$ cat src/rtl/log2_pipe.sv
// log2_pipe: pipelined floor/ceil log2 of an unsigned operand.
// The leading one is found by binary search, one result bit per stage,
// behind a valid/ready stream with a single global stall enable.
module log2_pipe #(
   parameter int unsigned WIDTH     = 32,
   parameter bit          CEIL_MODE = 1'b0,
   parameter int unsigned LOGW      = $clog2(WIDTH)
) (
   input  logic              clk,
   input  logic              rst,
   input  logic              in_valid,
   output logic              in_ready,
   input  logic [WIDTH-1:0]  in_num,
   output logic              out_valid,
   input  logic              out_ready,
   output logic [LOGW:0]     out_log,
   output logic              out_zero,
   output logic              out_pow2
);

   // Operand is zero-extended to a power-of-two window before the search.
   localparam int unsigned P = 1 << LOGW;

   logic                en;
   logic                vld_q    [LOGW];
   logic [P-1:0]        win_q    [LOGW];
   logic                sticky_q [LOGW];
   logic [LOGW-1:0]     bits_q   [LOGW];

   logic [P-1:0]        win_d    [LOGW];
   logic                sticky_d [LOGW];
   logic [LOGW-1:0]     bits_d   [LOGW];

   logic                zero_d;
   logic                pow2_d;
   logic                inc_d;

   // Whole pipeline advances together; it only stalls on a held result.
   assign en       = !out_valid || out_ready;
   assign in_ready = en;

   // Stage s halves the window and decides result bit LOGW-1-s.
   for (genvar s = 0; s < LOGW; s++) begin : g_stage
      localparam int unsigned HALF  = P >> (s + 1);
      localparam logic [P-1:0] LMASK = {P{1'b1}} >> (P - HALF);
      logic upper;
      logic lower;

      assign upper       = |(win_q[s] >> HALF);
      assign lower       = |(win_q[s] & LMASK);
      assign win_d[s]    = upper ? (win_q[s] >> HALF) : (win_q[s] & LMASK);
      assign sticky_d[s] = sticky_q[s] | (upper & lower);
      assign bits_d[s]   = bits_q[s] | (LOGW'(upper) << (LOGW - 1 - s));
   end

   // Final-stage flags; the remaining window is a single bit.
   assign zero_d = ~|win_d[LOGW-1];
   assign pow2_d = !zero_d && !sticky_d[LOGW-1];
   assign inc_d  = CEIL_MODE && !pow2_d && !zero_d;

   // Pipeline registers and output register, all gated by the stall enable.
   always_ff @(posedge clk or posedge rst) begin
      if (rst) begin
         for (int s = 0; s < LOGW; s++) begin
            vld_q[s]    <= 1'b0;
            win_q[s]    <= '0;
            sticky_q[s] <= 1'b0;
            bits_q[s]   <= '0;
         end
         out_valid <= 1'b0;
         out_log   <= '0;
         out_zero  <= 1'b0;
         out_pow2  <= 1'b0;
      end else if (en) begin
         vld_q[0]    <= in_valid;
         win_q[0]    <= P'(in_num);
         sticky_q[0] <= 1'b0;
         bits_q[0]   <= '0;
         for (int s = 1; s < LOGW; s++) begin
            vld_q[s]    <= vld_q[s-1];
            win_q[s]    <= win_d[s-1];
            sticky_q[s] <= sticky_d[s-1];
            bits_q[s]   <= bits_d[s-1];
         end
         out_valid <= vld_q[LOGW-1];
         out_log   <= (LOGW+1)'(bits_d[LOGW-1]) + (LOGW+1)'(inc_d);
         out_zero  <= zero_d;
         out_pow2  <= pow2_d;
      end
   end

endmodule

$ cat config.mk
export PLATFORM = sky130hd
export DESIGN_NAME = log2_pipe
export DESIGN_NICKNAME = d
export VERILOG_FILES = /design/src/rtl/log2_pipe.sv
export SDC_FILE = /design/constraint.sdc
export NUM_CORES = 1
export LEC_CHECK = 0
export BUFFER_PORTS_ARGS = -buffer_cell sky130_fd_sc_hd__buf_2
export CORE_ASPECT_RATIO = 0.8
export CORE_UTILIZATION = 45
export CTS_BUF_LIST = sky130_fd_sc_hd__clkbuf_4 sky130_fd_sc_hd__clkbuf_8
export DETAILED_ROUTE_END_ITERATION = 8
export PLACE_DENSITY = 0.78
export SYNTH_ARGS = -nofsm -noshare
export SYNTH_HDL_FRONTEND = slang
export SYNTH_SLANG_ARGS = --single-unit
$ cat constraint.sdc
create_clock -name clk -period 2.2 [get_ports clk]
set_input_delay 0 -clock clk [delete_from_list [all_inputs] [get_ports clk]]
set_output_delay 0 -clock clk [all_outputs]
set_load 0.01 [all_outputs]
# --- Word-level counts from Yosys, hierarchy flattened ---
# Index checks and enable logic that the tools add are counted.
totals:
  word_cells: 55
  ff_bits: 193
op_classes:
  muxes: 5
  reduce_logical: 15
  bitwise_logic: 13
op_table:
  columns: ["op", "count"]
  rows:
  - ["16-bit OR reduction", 2]
  - ["32-bit OR reduction", 1]
  - ["31-bit 2-to-1 mux", 1]
  - ["31-bit OR reduction", 1]
  - ["30-bit 2-to-1 mux", 1]
  - ["30-bit OR reduction", 1]
  - ["28-bit 2-to-1 mux", 1]
  - ["28-bit OR reduction", 1]
  - ["24-bit 2-to-1 mux", 1]
  - ["24-bit OR reduction", 1]
  - ["16-bit 2-to-1 mux", 1]
  - ["8-bit OR reduction", 1]
  - ["1-bit AND", 5]
  - ["5-bit by 1-bit OR with 5-bit output", 1]
  - ["5-bit by 2-bit OR with 5-bit output", 1]
  - ["5-bit by 3-bit OR with 5-bit output", 1]
  - ["5-bit by 4-bit OR with 5-bit output", 1]
  - ["1-bit OR", 4]
  - ["4-bit OR reduction", 1]
  - ["1-bit zero test", 3]
  - ["2-bit OR reduction", 1]
  - ["1-bit logical AND", 1]
  - ["1-bit logical OR", 1]

# --- Logic depth before layout (Yosys ltp) ---
# Gate-level depths: netlist (run 1).
depth:
  word_depth: 5
  ltp_mapped: 7

# --- Worst setup path before layout (run 1) ---
# OpenSTA, ideal clock, no wires.
synth_path:
  path_type: "register to register"
  from: "reg out_valid"
  to: "reg bits_q[2] (netlist name)"
  setup_time_ns: 0.065
  arrival_ns: 1.274
  required_ns: 2.135
  stages_incl_launch_ff: 8
  n_path_buf: 3
  setup_slack_ns: 0.861
  synth_period_minus_slack_ns: 1.339
  cell_sequence: "dfrtp_1 -> nor2b_1 -> buf_2 -> inv_1 -> buf_2 -> clkbuf_1 -> nand2_1 -> nand2_1"
synth_between:
  elab_chain_len: 2
synth_rtl:
  columns: ["element", "line", "source"]
  rows:
  - ["start: declaration", "14", "output logic out_valid,"]
  - ["start signal: assignment", "85", "out_valid <= vld_q[LOGW-1];"]
  - ["1-bit zero test", "39", "assign en = !out_valid || out_ready;"]
  - ["1-bit logical OR", "39", null]
  - ["end signal: indexed assignment", "83", "bits_q[s] <= bits_d[s-1];"]
  - ["end: declaration", "28", "logic [LOGW-1:0] bits_q [LOGW];"]
# Every way passes these cells.
# A chain may end at the register's enable or synchronous reset.

# --- Final worst setup path (run 1) ---
layout_path:
  from: "reg win_q[147] (netlist name)"
  to: "reg win_q[103] (netlist name)"
layout_between:
  elab_chain_len: 2
layout_rtl:
  columns: ["element", "line", "source"]
  rows:
  - ["start: declaration", "26", "logic [P-1:0] win_q [LOGW];"]
  - ["start signal: indexed assignment", "81", "win_q[s] <= win_d[s-1];"]
  - ["16-bit OR reduction", "49", "assign upper = |(win_q[s] >> HALF);"]
  - ["16-bit 2-to-1 mux", "51", "assign win_d[s] = upper ? (win_q[s] >> HALF) : (win_q[s] & LMASK);"]
# Every way passes these cells.

==> summary.txt, run 1 <==
Synth
  – Cell taking the most area after synthesis: dfrtp_1
  – Largest cells by area after synthesis: dfrtp_1, nand2_1, a21oi_1
  – Syn Inst Count: 397
  – Synth top area share: 0.6170
  – Syn avg cell area: approximately 9.1 um^2
  – Main flop type after synthesis: dfrtp_1
  – Post-synthesis cell type count: 27
  – Syn Nets: 433
  – Synthesized cell area: 3610 um^2
  – Seq/Total Area, Yosys: 0.6170
  – Count leader, synth: nand2_1
  – Commonest cells in the netlist: nand2_1, dfrtp_1, nor2_1
  – Async SR Flop Fraction: 1.000
  – Ys Warns: 0
  – #FFs+latches synth: 89
  – Post-synth EDFFs: 0

Timing
  – RSZ-0062 raised after global routing: false
  – Clk_skew: 0.006752 ns
  – Final setup fails: 0
  – Final min period: 1.789 ns
  – Measured slew at the worst slew-check pin: between 0.5 and 0.6 ns
  – Hold WS: 0.1323 ns
  – Fin. max-slew vios: 0
  – Setup tns final: 0 ns
  – Fmax: 559.0 MHz
  – Tcrit/Tclk final: 0.8131
  – Rel. slew slack: 0.6479
  – Final Hold Vio Count: 0

Setup path
  – R2R depth: 5
  – Critical path's slowest cell: and4_1
  – Max stage delay on crit path: 0.44 ns
  – Critical path class: reg2reg
  – Cell Chain, Critical Path: nor4_1, and4_1, buf_4, a21oi_1, a21oi_1
  – Data required, critical path: about 2.5 ns
  – Worst path arrival time: ~2.1 ns
  – Crit. End Element: flop
  – Flop-to-flop setup slack: roughly 0.41 ns
  – CP max FO: 10
  – Worst R2R Start: win_q[147]
  – RR Endpoint: win_q[103]
  – Critical path launch point type: flop
  – Delay-heaviest family, CP: simple AND/OR/NAND/NOR gates
  – Crit path top cell by count: a21oi_1
  – WP buf/inv: 1

Hold path
  – Hold wc startpoint: out_ready
  – Hold path depth: 5
  – Hold Crit Class: in2reg
  – Endpoint, Worst Hold: bits_q[2]

Floorplanning
  – Die height: 82.11 um
  – Row cnt: 28
  – IO Pins: 46
  – Die width: 102.1 um
  – Starting Density: 0.4770
  – DIE AREA: 8386 um^2
  – Total core area: 7567 um^2

Finish
  – Number of diodes: 0
  – Layout cells sized above 1: 0.1558
  – Fillers: 649
  – # nets final: 506
  – Final Non-Filler Cells: 580
  – Area grow syn2layout: 24.85%

CTS
  – CTS root buf: clkbuf_8
  – Hold-fix buffers at CTS: 34
  – TritonCTS clock tree: done
  – Clk sinks: 89
  – Setup bufs post-CTS: 0
  – Clock Latency Late Sink: 0.36 ns
  – Clk buf depth: 2
  – H-tree depth: 3
  – Total CTS buffers: 9
  – Post-cts gate resize count: 0
  – Clock transition at path regs: 0.09 ns

Route
  – Routed length per instance: 13.23 um
  – WL final: 7676 um
  – Post-DRT Antenna Nets: 0
  – Drt first pass iters: 4
  – DR vias: 2872
  – Vias per std cell: between 4 and 5
  – Violation count after the first detailed-route iteration: 188
  – # DRC: 0

Power and ir drop
  – Worst VDD drop: roughly 0.00052 V
  – Leak: 0.002131 uW
  – Pwr Density: 1175 nW/um^2

Status
  – Outcome: finished clean

Global route
  – Antenna violations before repair: 0
  – Total gr overflow: 0
  – Largest net degree at the start of global routing: 77
  – GRT Overall Usage: 0.2084
  – First-pass GRT wire length: 13100 um
  – Vias in the first global route: 2781

Placed design
  – RD Place Congestion: 0.8895
  – # placed instances: 530
  – DP Wirelength: approximately 5000 um
  – I/O Buffers: between 40 and 50

Flow run
  – MaxCap Viol Count: 0
[cells in the final DEF (no fill, tap or decap), types with 2 or more instances in the layout]
master         synthesis  routed
o21ai_0                6       6
buf_2                  8      44
clkbuf_8               0      10
o2bb2ai_1              7       7
bufinv_16              0       2
nand2_1              154     154
nor2_1                43      43
buf_12                 1       3
a21oi_1               41      41
nor4_1                13      13
nand2b_1               2       2
clkinvlp_4             0       2
dlygate4sd3_1          0      34
a31oi_1                2       2
nor3_1                 2       2
o31ai_1                2       2
buf_4                  1       4
dfrtp_1               89      89
[per-layer routing]
layer  track usage  share of wire  wire (um)  vias to the layer above
met4       0.06857          0.011         85                        0
met1        0.2793           0.47       3580                     1348
met3       0.04545          0.053        404                       11
met5             0              0          0                        -
met2        0.3403           0.47       3606                       83
li1              -              -          -                     1430
[registers in the layout, summed over array words and instances, names as in the netlist]
signal and flops:
g_stage.lower 1, bits_q 10, out_log 5, out_pow2 1
out_valid 1, win_q 61, out_zero 1, vld_q 5
sticky_q 4
[layout make-up]
type                            instances  area [um^2]  area share
Sequential cell                        89         2227      0.4942
Multi-Input combinational cell        282         1255      0.2785
Timing Repair Buffer                   85        650.6      0.1444
Clock buffer                           10        137.6     0.03054
Tap cell                              105        131.4     0.02915
Clock inverter                          6        90.09     0.01999
Inverter                                3        15.01    0.003331
[through the flow]
step                      utilization  total power (uW)  area (um^2)  worst slack, ns
after floorplan                     -              3570         3613           0.8607
after global placement         0.5205              3971         3939           0.5588
after detailed placement       0.5205              4044         3939           0.4607
after CTS                      0.5956              5338         4507           0.4270
after global routing           0.5956              5688         4507           0.3043
final                          0.5956              5295         4507           0.4111
[cells by family (layout without fill, tap and decap cells)]
| kind of cell | count (synthesis) | in the layout | share of synthesized area |
|---|---|---|---|
| simple gates | 218 | 218 | 0.2430 |
| flops | 89 | 89 | 0.6170 |
| xor+xnor | 1 | 1 | 0.002427 |
| other cells | 1 | 1 | 0.001039 |
| compound gates | 62 | 62 | 0.09914 |
| buf+inv | 26 | 104 | 0.03744 |
[where the power goes]
| group | switching (uW) | total (uW) | internal [uW] |
|---|---|---|---|
| Sequential | 485 | 2720 | 2240 |
| Combinational | 766 | 1320 | 558 |
| Clock | 574 | 1250 | 674 |
| Total | 1830 | 5290 | 3470 |
[how the worst max path moves through the flow]
stage / cells after the start / startpoint / end / slack (ns)
after floorplan: 7 / out_valid / bits_q[2] / 0.86
after CTS: 5 / win_q[147] / win_q[103] / 0.43
after global routing: 5 / win_q[147] / win_q[105] / 0.30
final: 5 / win_q[147] / win_q[103] / 0.41
after global placement: 5 / win_q[147] / sticky_q[3] / 0.56
after detailed placement: 5 / win_q[147] / win_q[103] / 0.46
[worst reg2reg max path, stage by stage (launching register included)]
cell and delay (ns):
dfrtp_1 0.41, nor4_1 0.40, and4_1 0.44, buf_4 0.24, a21oi_1 0.09, a21oi_1 0.14
No activity file was read; power rests on OpenSTA's default activity.
==> run 2, diff against run 1 <==
- PLACE_DENSITY: 0.78 -> 0.76
- clock period: 2.2 -> 1.7 ns (I/O delays scaled with it)
==> summary.txt, run 2 (synthesized netlist as in run 1, its figures left out) <==
Finish
  – Max reg flops: 61 (unchanged)
  – Design Area, Final: 4501 um^2 (was 4507 um^2)
  – Register with the most flip-flops: win_q (unchanged)
  – Top flop regs: win_q: 61 flops, bits_q: 10 flops (unchanged)
  – Most frequent cells in the layout: nand2_1, dfrtp_1, buf_2 (unchanged)
  – # nets final: 507 (was 506)
  – Layout cells sized above 1: 0.1597 (was 0.1558)
  – Area grow syn2layout: 24.68% (was 24.85%)
  – Commonest non-fill, non-tap cell in the layout: nand2_1 (unchanged)
  – Number of diodes: 0 (unchanged)

Route
  – # DRC: 0 (unchanged)
  – Drt first pass iters: 4 (unchanged)
  – DR vias: 2926 (was 2872)
  – WL final: 7715 um (was 7676 um)
  – Routed length per instance: 13.28 um (was 13.23 um)
  – Post-DRT Antenna Nets: 0 (unchanged)
  – Vias per std cell: 5.036 (was 4.952)
  – Violation count after the first detailed-route iteration: 205 (was 188)

Timing
  – Fmax: 658.5 MHz (was 559.0 MHz)
  – Final min period: 1.519 ns (was 1.789 ns)
  – Fin. max-slew vios: 0 (unchanged)
  – Rel. slew slack: 0.6273 (was 0.6479)
  – Measured slew at the worst slew-check pin: 0.5544 ns (was 0.5237 ns)
  – Clk_skew: 0.01535 ns (was 0.006752 ns)
  – RSZ-0062 raised after global routing: false (unchanged)
  – Final Hold Vio Count: 0 (unchanged)
  – Setup tns final: 0 ns (unchanged)
  – Tcrit/Tclk final: 0.8933 (was 0.8131)
  – Final setup fails: 0 (unchanged)

Setup path
  – Crit. End Element: flop (unchanged)
  – Cell Chain, Critical Path: nor4_1, and4_1, buf_4, a21oi_1, a21oi_1 (unchanged)
  – Critical path class: reg2reg (unchanged)
  – Crit path top cell by count: a21oi_1 (unchanged)
  – Critical path's slowest cell: dfrtp_1 (was and4_1)
  – CP max FO: 10 (unchanged)
  – Data required, critical path: 1.98 ns (was 2.49 ns)
  – Critical path launch point type: flop (unchanged)
  – Worst path arrival time: 1.80 ns (was 2.08 ns)
  – Max stage delay on crit path: 0.40 ns (was 0.44 ns)

Floorplanning
  – Total core area: 7567 um^2 (unchanged)
  – Die height: 82.11 um (unchanged)
  – Starting Density: 0.4770 (unchanged)
  – Die width: 102.1 um (unchanged)
  – DIE AREA: 8386 um^2 (unchanged)
  – Row cnt: 28 (unchanged)
  – IO Pins: 46 (unchanged)

CTS
  – CTS root buf: clkbuf_8 (unchanged)
  – Clk buf depth: 2 (unchanged)
  – Total CTS buffers: 9 (unchanged)
  – H-tree depth: 3 (unchanged)
  – Clock transition at path regs: 0.09 ns (about the same)
  – TritonCTS clock tree: done (unchanged)
  – Setup bufs post-CTS: 0 (unchanged)
  – Clk sinks: 89 (unchanged)
  – Clock Latency Late Sink: 0.36 ns (about the same)

Global route
  – Antenna violations before repair: 0 (unchanged)
  – Vias in the first global route: 2868 (was 2781)
  – Largest net degree at the start of global routing: 72 (was 77)
  – GRT Overall Usage: 0.2099 (was 0.2084)
  – First-pass GRT wire length: 13320 um (was 13100 um)
  – Total gr overflow: 0 (unchanged)

Placed design
  – RD Place Congestion: 0.7877 (was 0.8895)
  – Post-DP Area: 3946 um^2 (was 3939 um^2)
  – DP Wirelength: 4766 um (was 5017 um)
  – I/O Buffers: 44 (unchanged)

Power and ir drop
  – Leak: 0.002124 uW (was 0.002131 uW)
  – Worst VDD drop: 0.0008294 V (was 0.0005237 V)
  – Pwr Density: 1494 nW/um^2 (was 1175 nW/um^2)

Flow run
  – MaxCap Viol Count: 0 (unchanged)

Status
  – Outcome: finished clean (unchanged)

Hold path
  – Hold Crit Class: in2async (was in2reg)
run 2: changes by cell type in the layout (fill, tap and decap cells not counted), sizes merged:
cell	delta
bufinv	-1
buf	+1
clkbuf	+1
clkinv	-1
clkinvlp	+1
run 2: final cells by class:
type                       count  area, um^2
clock buffer                  11       145.1
clock inverter                 5       62.56
fill                         683        3067
inverter                       3       15.01
multi-input combinational    282        1261
sequential                    89        2227
tap                          105       131.4
timing repair buffer          86       658.1
run 2: metrics by stage:
stage          setup WS, ns  instances  hold slack (ns)  utilization  power, uW
2_1_floorplan        0.3607        397           0.1125            -       4620
3_3_place_gp         0.1611        531          -0.1031       0.5215       5136
3_5_place_dp         0.1139        531          -0.1032       0.5215       5222
4_1_cts             0.08957        581          0.05963       0.5939       6750
5_1_grt             0.05285        581          0.09254       0.5947       7223
6_report             0.1814        581          0.07807       0.5947       6724
run 2: worst paths after layout:
path | startpoint | end | slack (ns) | cells past startpoint
max reg2reg | win_q[157] | win_q[100] | 0.18 | 5
min in group clk | out_ready | win_q[141] | 0.13 | 5
min | rst | out_log[2] | 0.08 | 3
max in group asynchronous | rst | win_q[65] | 1.07 | 4
max | win_q[157] | win_q[100] | 0.18 | 5
min reg2reg | sticky_q[0] | out_pow2 | 0.45 | 1
run 2: what timing repair did:
| item | 4_1_cts | 5_1_grt |
|---|---|---|
| endpoints found under the setup margin | 0 | 2 |
| resized for setup | 0 | 1 |
| endpoints found under the hold margin | 122 | 0 |
| hold buffers | 34 | 0 |
run 2: layer usage:
| layer | track usage | wire, um | vias to the layer above |
|---|---|---|---|
| li1 | - | - | 1445 |
| met1 | 0.2664 | 3522 | 1393 |
| met2 | 0.3430 | 3746 | 74 |
| met3 | 0.06650 | 313 | 14 |
| met4 | 0.07143 | 133 | 0 |
| met5 | 0 | 0 | - |
run 2: worst max-delay path, delay by kind of cell (launching register included):
| family | cells | cell delay [ns] |
|---|---|---|
| DFF | 1 | 0.40 |
| AOI/OAI and AO/OA | 2 | 0.24 |
| and+or+nand+nor | 2 | 0.62 |
| buffers and inverters | 1 | 0.18 |
run 2: report_power, final:
| group | total [uW] | leakage, uW | switching, uW | internal (uW) |
|---|---|---|---|---|
| clock network | 1480 | 0.0000996 | 735 | 744 |
| registers | 3530 | 0.00102 | 636 | 2890 |
| logic | 1710 | 0.00101 | 990 | 724 |
==> run 3, diff against run 2 <==
- ABC_AREA: default -> 1
- PLACE_DENSITY: 0.76 -> 0.75
==> summary.txt, run 3 <==
Synth
  – Syn avg cell area: 8.309 um^2 (was 9.092 um^2)
  – Synth top area share: 0.5727 (was 0.6170)
  – Syn Inst Count: 468 (was 397)
  – Syn Nets: 504 (was 433)
  – Adder-cell share of the synthesized area: 0 (unchanged)
  – Seq/Total Area, Yosys: 0.5727 (was 0.6170)
  – Async SR Flop Fraction: 1.000 (unchanged)
  – Mux contribution to synthesized area: 0 (unchanged)
  – Commonest cells in the netlist: nand2_1, dfrtp_1, inv_1 (was nand2_1, dfrtp_1, nor2_1)
  – Post-synth EDFFs: 0 (unchanged)
  – Main flop type after synthesis: dfrtp_1 (unchanged)
  – Xor-xnor portion of the synthesized cell area: 0 (was 0.002426)
  – Post-synthesis compound-gate area fraction: 0.09910 (was 0.09913)
  – Post-synthesis cell type count: 22 (was 27)
  – Count leader, synth: nand2_1 (unchanged)
  – Synthesized cell area: 3889 um^2 (was 3610 um^2)
  – Largest family of logic cells by synthesized area: simple AND/OR/NAND/NOR gates (unchanged)
  – Synth Area in Simple Gates: 0.2429 (was 0.2430)
  – Cell taking the most area after synthesis: dfrtp_1 (unchanged)
  – Largest cells by area after synthesis: dfrtp_1, nand2_1, o21ai_0 (was dfrtp_1, nand2_1, a21oi_1)
  – #FFs+latches synth: 89 (unchanged)
  – Ys Warns: 0 (unchanged)

CTS
  – CTS root buf: clkbuf_8 (unchanged)
  – Clk sinks: 89 (unchanged)
  – Total CTS buffers: 9 (unchanged)
  – Hold-fix buffers at CTS: 34 (unchanged)
  – TritonCTS clock tree: done (unchanged)
  – Clock transition at path regs: 0.09 ns (about the same)
  – Clock Latency Late Sink: 0.36 ns (about the same)
  – H-tree depth: 3 (unchanged)
  – Setup bufs post-CTS: 0 (unchanged)
  – Post-cts gate resize count: 0 (unchanged)
  – Clk buf depth: 2 (unchanged)

Timing
  – Rel. slew slack: 0.5795 (was 0.6273)
  – Final setup fails: 0 (unchanged)
  – Fmax: 667.3 MHz (was 658.5 MHz)
  – Setup tns final: 0 ns (unchanged)
  – Fin. max-slew vios: 0 (unchanged)
  – Clk_skew: 0.01007 ns (was 0.01535 ns)
  – RSZ-0062 raised after global routing: false (unchanged)
  – Final Hold Vio Count: 0 (unchanged)
  – Tcrit/Tclk final: 0.8816 (was 0.8933)
  – Measured slew at the worst slew-check pin: 0.6295 ns (was 0.5544 ns)
  – Hold WS: 0.1329 ns (was 0.07807 ns)
  – Final min period: 1.499 ns (was 1.519 ns)

Global route
  – Antenna violations before repair: 0 (unchanged)
  – Vias in the first global route: 3185 (was 2868)
  – Total gr overflow: 0 (unchanged)
  – GRT Overall Usage: 0.2019 (was 0.2099)
  – Largest net degree at the start of global routing: 83 (was 72)
  – First-pass GRT wire length: 14550 um (was 13320 um)

Finish
  – Fillers: 738 (was 683)
  – Final Core Density: 0.5853 (was 0.5947)
  – Register with the most flip-flops: win_q (unchanged)
  – Number of diodes: 0 (unchanged)
  – Layout cells sized above 1: 0.1339 (was 0.1597)
  – Final Non-Filler Cells: 653 (was 581)
  – Design Area, Final: 4778 um^2 (was 4501 um^2)
  – # nets final: 577 (was 507)
  – Most frequent cells in the layout: nand2_1, dfrtp_1, inv_1, o21ai_0, buf_2 (was nand2_1, dfrtp_1, buf_2)
  – Area grow syn2layout: 22.88% (was 24.68%)
  – Commonest non-fill, non-tap cell in the layout: nand2_1 (unchanged)
  – Max reg flops: 61 (unchanged)
  – Top flop regs: win_q: 61 flops, bits_q: 10 flops (unchanged)

Floorplanning
  – Starting Density: 0.4763 (was 0.4770)
  – DIE AREA: 9019 um^2 (was 8386 um^2)
  – Die height: 85.15 um (was 82.11 um)
  – IO Pins: 46 (unchanged)
  – Row cnt: 29 (was 28)
  – Total core area: 8164 um^2 (was 7567 um^2)
  – Die width: 105.9 um (was 102.1 um)

Setup path
  – Flop-to-flop setup slack: 0.20 ns (was 0.18 ns)
  – RR Endpoint: win_q[103] (was win_q[100])
  – Critical path class: reg2reg (unchanged)
  – CP max FO: 18 (was 10)
  – R2R depth: 7 (was 5)
  – Crit. End Element: flop (unchanged)
  – Worst R2R Start: win_q[158] (was win_q[157])
  – Worst path arrival time: 1.80 ns (about the same)
  – Data required, critical path: 2.00 ns (was 1.98 ns)
  – Critical path launch point type: flop (unchanged)

Power and ir drop
  – Pwr Density: 1497 nW/um^2 (was 1494 nW/um^2)
  – Leak: 0.002435 uW (was 0.002124 uW)
  – Worst VDD drop: 0.0006467 V (was 0.0008294 V)

Placed design
  – DP Wirelength: 5629 um (was 4766 um)
  – Post-DP Area: 4225 um^2 (was 3946 um^2)
  – # placed instances: 604 (was 531)
  – I/O Buffers: 44 (unchanged)
  – RD Place Congestion: 0.8076 (was 0.7877)

Hold path
  – Hold wc startpoint: out_ready
  – Endpoint, Worst Hold: vld_q[3]
  – Hold path depth: 5
  – Hold Crit Class: in2reg (was in2async)

Route
  – Violation count after the first detailed-route iteration: 228 (was 205)
  – DR vias: 3252 (was 2926)
  – Post-DRT Antenna Nets: 0 (unchanged)
  – Drt first pass iters: 5 (was 4)
  – Vias per std cell: 4.980 (was 5.036)
  – Routed length per instance: 12.70 um (was 13.28 um)
  – WL final: 8296 um (was 7715 um)
  – # DRC: 0 (unchanged)

Status
  – Outcome: finished clean (unchanged)

Flow run
  – MaxCap Viol Count: 0 (unchanged)
run 3: changes by cell type after synthesis, moves of 5 or more:
| cell | change |
|---|---|
| inv_1 | +54 |
| o21ai_0 | +50 |
| nand3_1 | +40 |
| a21oi_1 | -32 |
| nor2_1 | -19 |
| nor4_1 | -13 |
| o2bb2ai_1 | -7 |
| nand2_1 | -5 |
run 3: worst max path at each step:
stage	start	to	slack, ns	cells after the start
4_1_cts	out_valid	in_ready	0.19	5
5_1_grt	win_q[144]	win_q[103]	0.06	7
3_3_place_gp	out_valid	win_q[135]	0.29	6
6_report	win_q[158]	win_q[103]	0.20	7
2_1_floorplan	out_valid	win_q[100]	0.45	7
3_5_place_dp	win_q[156]	win_q[103]	0.24	7
run 3: critical path: stages (launching register included):
cell and delay, ns:
dfrtp_1 0.39, nor2_1 0.10, nand2_1 0.09, nor2_4 0.35
nand2_4 0.22, nand2_1 0.13, nand3_1 0.09, nand2_1 0.07
run 3: final cells by class:
| cell class | instances | area (um^2) | share of cell area |
|---|---|---|---|
| Multi-Input combinational cell | 299 | 1339 | 0.2802 |
| Inverter | 58 | 221.5 | 0.04635 |
| Clock inverter | 5 | 81.33 | 0.01702 |
| Sequential cell | 89 | 2227 | 0.4661 |
| Tap cell | 108 | 135.1 | 0.02828 |
| Timing Repair Buffer | 84 | 643.1 | 0.1346 |
| Clock buffer | 10 | 131.4 | 0.02749 |
run 3: through the flow:
stage / setup WS [ns] / power [uW]
2_1_floorplan: 0.4515 / 4853
3_3_place_gp: 0.2856 / 5463
3_5_place_dp: 0.2397 / 5557
4_1_cts: 0.1924 / 7198
5_1_grt: 0.05688 / 7720
6_report: 0.2013 / 7152
run 3: cell families after synthesis:
kind of cell,after synthesis
other,1
buffers and inverters,80
AND/OR/NAND/NOR,225
AO/OA/AOI/OAI,73
flip-flops,89
run 3: layer usage:
layer | vias up | track usage | routed length, um
li1 | 1605 | - | -
met1 | 1541 | 0.2846 | 4013
met2 | 96 | 0.3232 | 3768
met3 | 10 | 0.03610 | 438
met4 | 0 | 0.05556 | 75
met5 | - | 0 | 0
run 3: report_power, final:
group,switching (uW),leakage [uW],internal [uW],total [uW]
combinational,1400,0.00129,808,2200
clock,737,0.000106,837,1570
sequential,444,0.00104,2930,3370
total,2580,0.00244,4580,7150
